<file path="config.mk">
export PLATFORM = sky130hd
export DESIGN_NAME = bcd_display_mux
export DESIGN_NICKNAME = d
export VERILOG_FILES = /design/src/rtl/bcd_display_mux.sv
export SDC_FILE = /design/constraint.sdc
export NUM_CORES = 1
export LEC_CHECK = 0
export CORE_MARGIN = 5
export CORE_UTILIZATION = 53
export CTS_CLUSTER_SIZE = 25
export DETAILED_ROUTE_END_ITERATION = 10
export PLACE_DENSITY = 0.75
export RECOVER_POWER = 25
export SLEW_MARGIN = 10
export SYNTH_ARGS = -nofsm -noshare
export SYNTH_HDL_FRONTEND = slang
export SYNTH_SLANG_ARGS = --single-unit
</file>
<file path="constraint.sdc">
create_clock -name clk -period 2 [get_ports clk]
set_input_delay 0.4 -clock clk [delete_from_list [all_inputs] [get_ports clk]]
set_output_delay 0.4 -clock clk [all_outputs]
set_load 0.01 [all_outputs]
</file>
<file path="src/rtl/bcd_display_mux.sv">
// Binary magnitude + sign to two BCD digits (sequential double dabble), scanned onto a
// two-digit common-anode seven-segment display. Optional build macro: LEADING_ZERO_BLANK_EN.
module bcd_display_mux #(
    parameter int DATA_W      = 6,
    parameter int REFRESH_DIV = 50000
) (
    input  logic              clk,
    input  logic              rst,
    input  logic              in_valid,
    input  logic [DATA_W-1:0] in_data,
    input  logic              in_neg,
    output logic              busy,
    output logic              neg,
    output logic [0:6]        sseg,
    output logic [1:0]        an
);
    localparam int SR_W  = DATA_W + 8;
    localparam int BIT_W = $clog2(DATA_W + 1);
    localparam int CNT_W = $clog2(REFRESH_DIV);

    localparam logic [0:6] SEG_OFF  = 7'b1111111;
    localparam logic [0:6] SEG_DASH = 7'b1111110;

    typedef enum logic [1:0] {IDLE, SHIFT, DONE} state_t;

    function automatic logic [0:6] seg_encode(input logic [3:0] digit);
        case (digit)
            4'd0:    return 7'b0000001;
            4'd1:    return 7'b1001111;
            4'd2:    return 7'b0010010;
            4'd3:    return 7'b0000110;
            4'd4:    return 7'b1001100;
            4'd5:    return 7'b0100100;
            4'd6:    return 7'b0100000;
            4'd7:    return 7'b0001111;
            4'd8:    return 7'b0000000;
            4'd9:    return 7'b0000100;
            default: return SEG_OFF;
        endcase
    endfunction

    function automatic logic [3:0] dabble_adjust(input logic [3:0] nib);
        return (nib >= 4'd5) ? nib + 4'd3 : nib;
    endfunction

    state_t            state_q, state_d;
    logic [SR_W-1:0]   sr_q, sr_d, sr_adj;
    logic [BIT_W-1:0]  bit_q, bit_d;
    logic              sign_q, sign_d;
    logic              pend_q, pend_d;
    logic [DATA_W-1:0] pend_data_q, pend_data_d;
    logic              pend_neg_q, pend_neg_d;
    logic [3:0]        tens_q, tens_d;
    logic [3:0]        units_q, units_d;
    logic              neg_q, neg_d;
    logic              busy_q, busy_d;
    logic [CNT_W-1:0]  cnt_q, cnt_d;
    logic              sel_q, sel_d;
    logic [1:0]        an_q, an_d;
    logic [0:6]        sseg_q, sseg_d;
    logic [0:6]        tens_seg;

    // NOTE: every always_comb output gets a default first, otherwise a missed branch infers a latch.
    always_comb begin
        state_d     = state_q;
        sr_d        = sr_q;
        bit_d       = bit_q;
        sign_d      = sign_q;
        pend_d      = pend_q;
        pend_data_d = pend_data_q;
        pend_neg_d  = pend_neg_q;
        tens_d      = tens_q;
        units_d     = units_q;
        neg_d       = neg_q;
        sr_adj      = sr_q;

        // Requests arriving while a conversion is in flight overwrite the single pending slot.
        if (in_valid && state_q != IDLE) begin
            pend_d      = 1'b1;
            pend_data_d = in_data;
            pend_neg_d  = in_neg;
        end

        case (state_q)
            IDLE: begin
                if (in_valid) begin
                    sr_d    = {8'd0, in_data};
                    sign_d  = in_neg;
                    bit_d   = '0;
                    pend_d  = 1'b0;
                    state_d = SHIFT;
                end else if (pend_q) begin
                    sr_d    = {8'd0, pend_data_q};
                    sign_d  = pend_neg_q;
                    bit_d   = '0;
                    pend_d  = 1'b0;
                    state_d = SHIFT;
                end
            end
            SHIFT: begin
                sr_adj[SR_W-1 -: 4] = dabble_adjust(sr_q[SR_W-1 -: 4]);
                sr_adj[SR_W-5 -: 4] = dabble_adjust(sr_q[SR_W-5 -: 4]);
                sr_d  = sr_adj << 1;
                bit_d = bit_q + BIT_W'(1);
                if (bit_q == BIT_W'(DATA_W - 1)) begin
                    state_d = DONE;
                end
            end
            DONE: begin
                tens_d  = sr_q[SR_W-1 -: 4];
                units_d = sr_q[SR_W-5 -: 4];
                neg_d   = sign_q;
                if (pend_q) begin
                    sr_d    = {8'd0, pend_data_q};
                    sign_d  = pend_neg_q;
                    bit_d   = '0;
                    pend_d  = in_valid;
                    state_d = SHIFT;
                end else begin
                    state_d = IDLE;
                end
            end
            default: state_d = IDLE;
        endcase

        busy_d = (state_d != IDLE);
    end

    // Segments are built from the next digit values so they change on the same edge as neg.
    always_comb begin
        cnt_d = cnt_q + CNT_W'(1);
        sel_d = sel_q;
        if (cnt_q == CNT_W'(REFRESH_DIV - 1)) begin
            cnt_d = '0;
            sel_d = ~sel_q;
        end

`ifdef LEADING_ZERO_BLANK_EN
        tens_seg = (tens_d == 4'd0) ? SEG_OFF : seg_encode(tens_d);
`else
        tens_seg = seg_encode(tens_d);
`endif
        if (neg_d && tens_d == 4'd0) begin
            tens_seg = SEG_DASH;
        end

        an_d   = sel_q ? 2'b01 : 2'b10;
        sseg_d = sel_q ? tens_seg : seg_encode(units_d);
    end

    // NOTE: sequential state uses non-blocking assignments so all flops update from pre-edge values.
    always_ff @(posedge clk) begin
        if (!rst) begin
            state_q     <= IDLE;
            sr_q        <= '0;
            bit_q       <= '0;
            sign_q      <= 1'b0;
            pend_q      <= 1'b0;
            pend_data_q <= '0;
            pend_neg_q  <= 1'b0;
            tens_q      <= 4'd0;
            units_q     <= 4'd0;
            neg_q       <= 1'b0;
            busy_q      <= 1'b0;
            cnt_q       <= '0;
            sel_q       <= 1'b0;
            an_q        <= 2'b11;
            sseg_q      <= SEG_OFF;
        end else begin
            state_q     <= state_d;
            sr_q        <= sr_d;
            bit_q       <= bit_d;
            sign_q      <= sign_d;
            pend_q      <= pend_d;
            pend_data_q <= pend_data_d;
            pend_neg_q  <= pend_neg_d;
            tens_q      <= tens_d;
            units_q     <= units_d;
            neg_q       <= neg_d;
            busy_q      <= busy_d;
            cnt_q       <= cnt_d;
            sel_q       <= sel_d;
            an_q        <= an_d;
            sseg_q      <= sseg_d;
        end
    end

    assign busy = busy_q;
    assign neg  = neg_q;
    assign sseg = sseg_q;
    assign an   = an_q;

endmodule

</file>
==> flow_summary_export.csv <==
group,metric,value,unit
power_and_ir_drop,powerDensity,718.5,nW/um^2
sta,setup_violations,0,
setup_path,r2r_end,"sseg[0]",
clock_network,clk_latency,340,ps
power_and_ir_drop,vdd_drop_max,0.0006410,V
sta,rsz0062_at_grt,"no",
cells_and_area,layout-drive-gt1-share,13.16,%
grt,grt_pass1_vias,2685,
clock_network,holdBufCountCts,0,
sta,hold_viol,0,
drt,drt-total-wl,6941,um
setup_path,cp_max_fo,6,
cells_and_area,final_common_cell,"dfxtp_1",
sta,finalSetupTns,0,ps
grt,grt_overflow_total,0,
synthesis,synth_fp_nets,408,
place,portBuffers,20,
drt,vias,2714,
grt,track_usage,17.83,%
clock_network,h-tree-depth,3,
setup_path,rr_startpoint,"state_q[0]",
floorplan,pin_count,21,
sta,max_freq,0.5292,GHz
clock_network,clock-sinks,64,
floorplan,die_y,89.72,um
floorplan,core,6277,um^2
clock_network,clk_pin_slew,70,ps
cells_and_area,fin_cells,495,
setup_path,crit_path_frequent_cell,"inv_2",
grt,antenna_found_initial,0,
synthesis,synth.distinct_cells,56,
outcome,status,"complete, no violations",
sta,period_share,94.49,%
synthesis,avgSynthCellArea,8.958,um^2
power_and_ir_drop,finalPower,2.863,mW
setup_path,cp_cell_sequence,"inv_2 -> ha_4 -> mux2i_4 -> ha_2 -> inv_2 -> o311ai_4 -> a21oi_2 -> a211oi_1",
floorplan,rows,29,
sta,fin_crit,1890,ps
clock_network,cts_root_buf,"clkbuf_8",
clock_network,cts_tree,"done",
drt,viasPerCell,5.483,
job,cap_viol_max_count,0,
setup_path,reg2reg_depth,8,
min_path,min_path_type,"reg2reg",
setup_path,end_kind,"register",
clock_network,clock_path_buffers,2,
floorplan,die-area,8050,um^2
grt,grt_pass1_wl,12140,um
setup_path,crit_required,2260,ps
setup_path,crit_path_max_incr_delay,340,ps
min_path,hold_start,"cnt_q[0]",
min_path,holdPathStages,1,
clock_network,cts_buffers,9,
setup_path,regToRegSetupSlack,110,ps
synthesis,syn_area,3368,um^2
drt,wl_per_cell,14.02,um
place,dpl.hpwl,4778,um
drt,drc,0,
place,place_congestion,0.8709,
grt,grt_start_max_net_pins,32,
drt,firstDrtPassIters,4,
sta,timing.slew.headroom,61.40,%
cells_and_area,area_growth,18.31,%
sta,drv_slew,0,
place,place_area,3734,um^2
sta,worstMarginPinSlew,578.3,ps
floorplan,die_w,89.72,um
synthesis,async_flop_share,0,%
cells_and_area,fin_area,3985,um^2
cells_and_area,utilization,63.48,%
power_and_ir_drop,p_leak,1.612,nW
drt,drtIter0Drc,126,
setup_path,crit_path_start_kind,"register",
sta,fin_skew,9.625,ps
floorplan,start_util,53.66,%
min_path,hold_end,"cnt_q[0]",
synthesis,ys_ff_latch,64,
synthesis,synth_warnings,0,
place,dp.cells,473,
setup_path,crit_slowest_cell,"dfxtp_2",
synthesis,yosysSeqAreaShare,38.04,%
setup_path,crit_type,"reg2reg",
synthesis,syn_inst,376,
synthesis,synth-edff-count,0,
cells_and_area,fillCellCount,548,
cells_and_area,n_antenna_cell,0,
setup_path,worstPathArrival,2150,ps
cells_and_area,nNetsFinal,445,
cells_and_area,final_cell_mix,"dfxtp_1 (62), nor2_1 (47), nand2_1 (28)",
synthesis,synth_flop_cell,"dfxtp_1",
drt,postRouteAntennaNets,0,
## worst max-delay path by stage
stage                     cells past startpoint       start  slack, ps        to
after floorplan                               9  state_q[1]          6   sseg[0]
after global placement                        6  state_q[1]        130   sr_q[7]
after detailed placement                      6  state_q[1]         70  sr_q[11]
after CTS                                     6  state_q[1]         40   sr_q[8]
after global routing                          9  state_q[0]          5   sseg[6]
final                                         8  state_q[0]        110   sseg[0]
## per-stage QoR
step                hold slack [ps]  worst slack, ps
global placement              445.7            130.3
global route                  491.2            4.534
finish                        464.7            110.2
detailed placement            452.1            65.55
CTS                           469.6            42.03
floorplan                     425.9            5.743
## worst max-delay path: cells and delay by family, from the launching register on
| family | cells | cell delay, ps |
|---|---|---|
| buffers and inverters | 2 | 140 |
| adders and majority gates | 2 | 420 |
| AOI/OAI and AO/OA | 3 | 600 |
| DFF | 1 | 340 |
| muxes | 1 | 320 |
## per-layer routing
layer / track usage (%) / share of wire, % / vias to the layer above
li1: - / - / 1391
met2: 29.51 / 49 / 46
met4: 6.171 / 1.3 / 0
met3: 4.674 / 3.5 / 8
met5: 0 / 0 / -
met1: 22.33 / 47 / 1269
## cells in the mapped netlist, types with 6 or more instances
library cell / count / area (um^2)
dfxtp_1: 64 / 1281
nor2_1: 47 / 176.4
nand2_1: 28 / 105.1
ha_1: 22 / 275.3
inv_1: 22 / 82.58
o21ai_0: 20 / 100.1
a21oi_1: 19 / 95.09
nand3_1: 13 / 65.06
mux2i_1: 12 / 120.1
nand2b_1: 11 / 68.82
xnor2_1: 11 / 96.34
a221oi_1: 7 / 61.31
clkbuf_1: 7 / 26.28
nor3_1: 7 / 35.03
xor2_1: 6 / 52.55
## timing repair
item                       CTS  global route
gates resized for setup      0             2
setup buffers                0             6
setup endpoints to repair    0             7
## registers in the layout (all words and copies together) (netlist names)
name and flops:
an 2, sel_q 1, units_q 4, cnt_q 16
neg 1, bit_q 3, sr_q 14, pend_q 1
sign_q 1, pend_neg_q 1, busy 1, pend_data_q 6
tens_q 4, sseg 7, state_q 2
## where the power goes
group	leakage, nW	total [mW]	internal (mW)	switching (mW)
Combinational	0.983	0.302	0.143	0.159
Sequential	0.522	1.35	1.32	0.0305
Clock	0.108	1.21	0.736	0.478
## final cells by class
type / instances / area, um^2 / area share (%)
clock buffer: 13 / 148.9 / 3.736
clock inverter: 3 / 65.06 / 1.633
inverter: 22 / 82.58 / 2.072
multi-input combinational: 276 / 1962 / 49.23
sequential: 64 / 1284 / 32.21
tap: 77 / 96.34 / 2.418
timing repair buffer: 40 / 346.6 / 8.697
## cells by family (layout without fill, tap and decap cells)
| kind of cell | Yosys count | count (layout) | synth area share (%) |
|---|---|---|---|
| AND/OR/NAND/NOR | 138 | 138 | 20.65 |
| adder cells (fa/ha/maj) | 22 | 22 | 8.172 |
| AO/OA/AOI/OAI | 75 | 75 | 14.67 |
| multiplexers | 24 | 24 | 9.138 |
| flip-flops | 64 | 64 | 38.04 |
| XOR/XNOR | 17 | 17 | 4.420 |
| buffers and inverters | 36 | 78 | 4.903 |
Note: power is estimated with default switching activity, not from simulation.
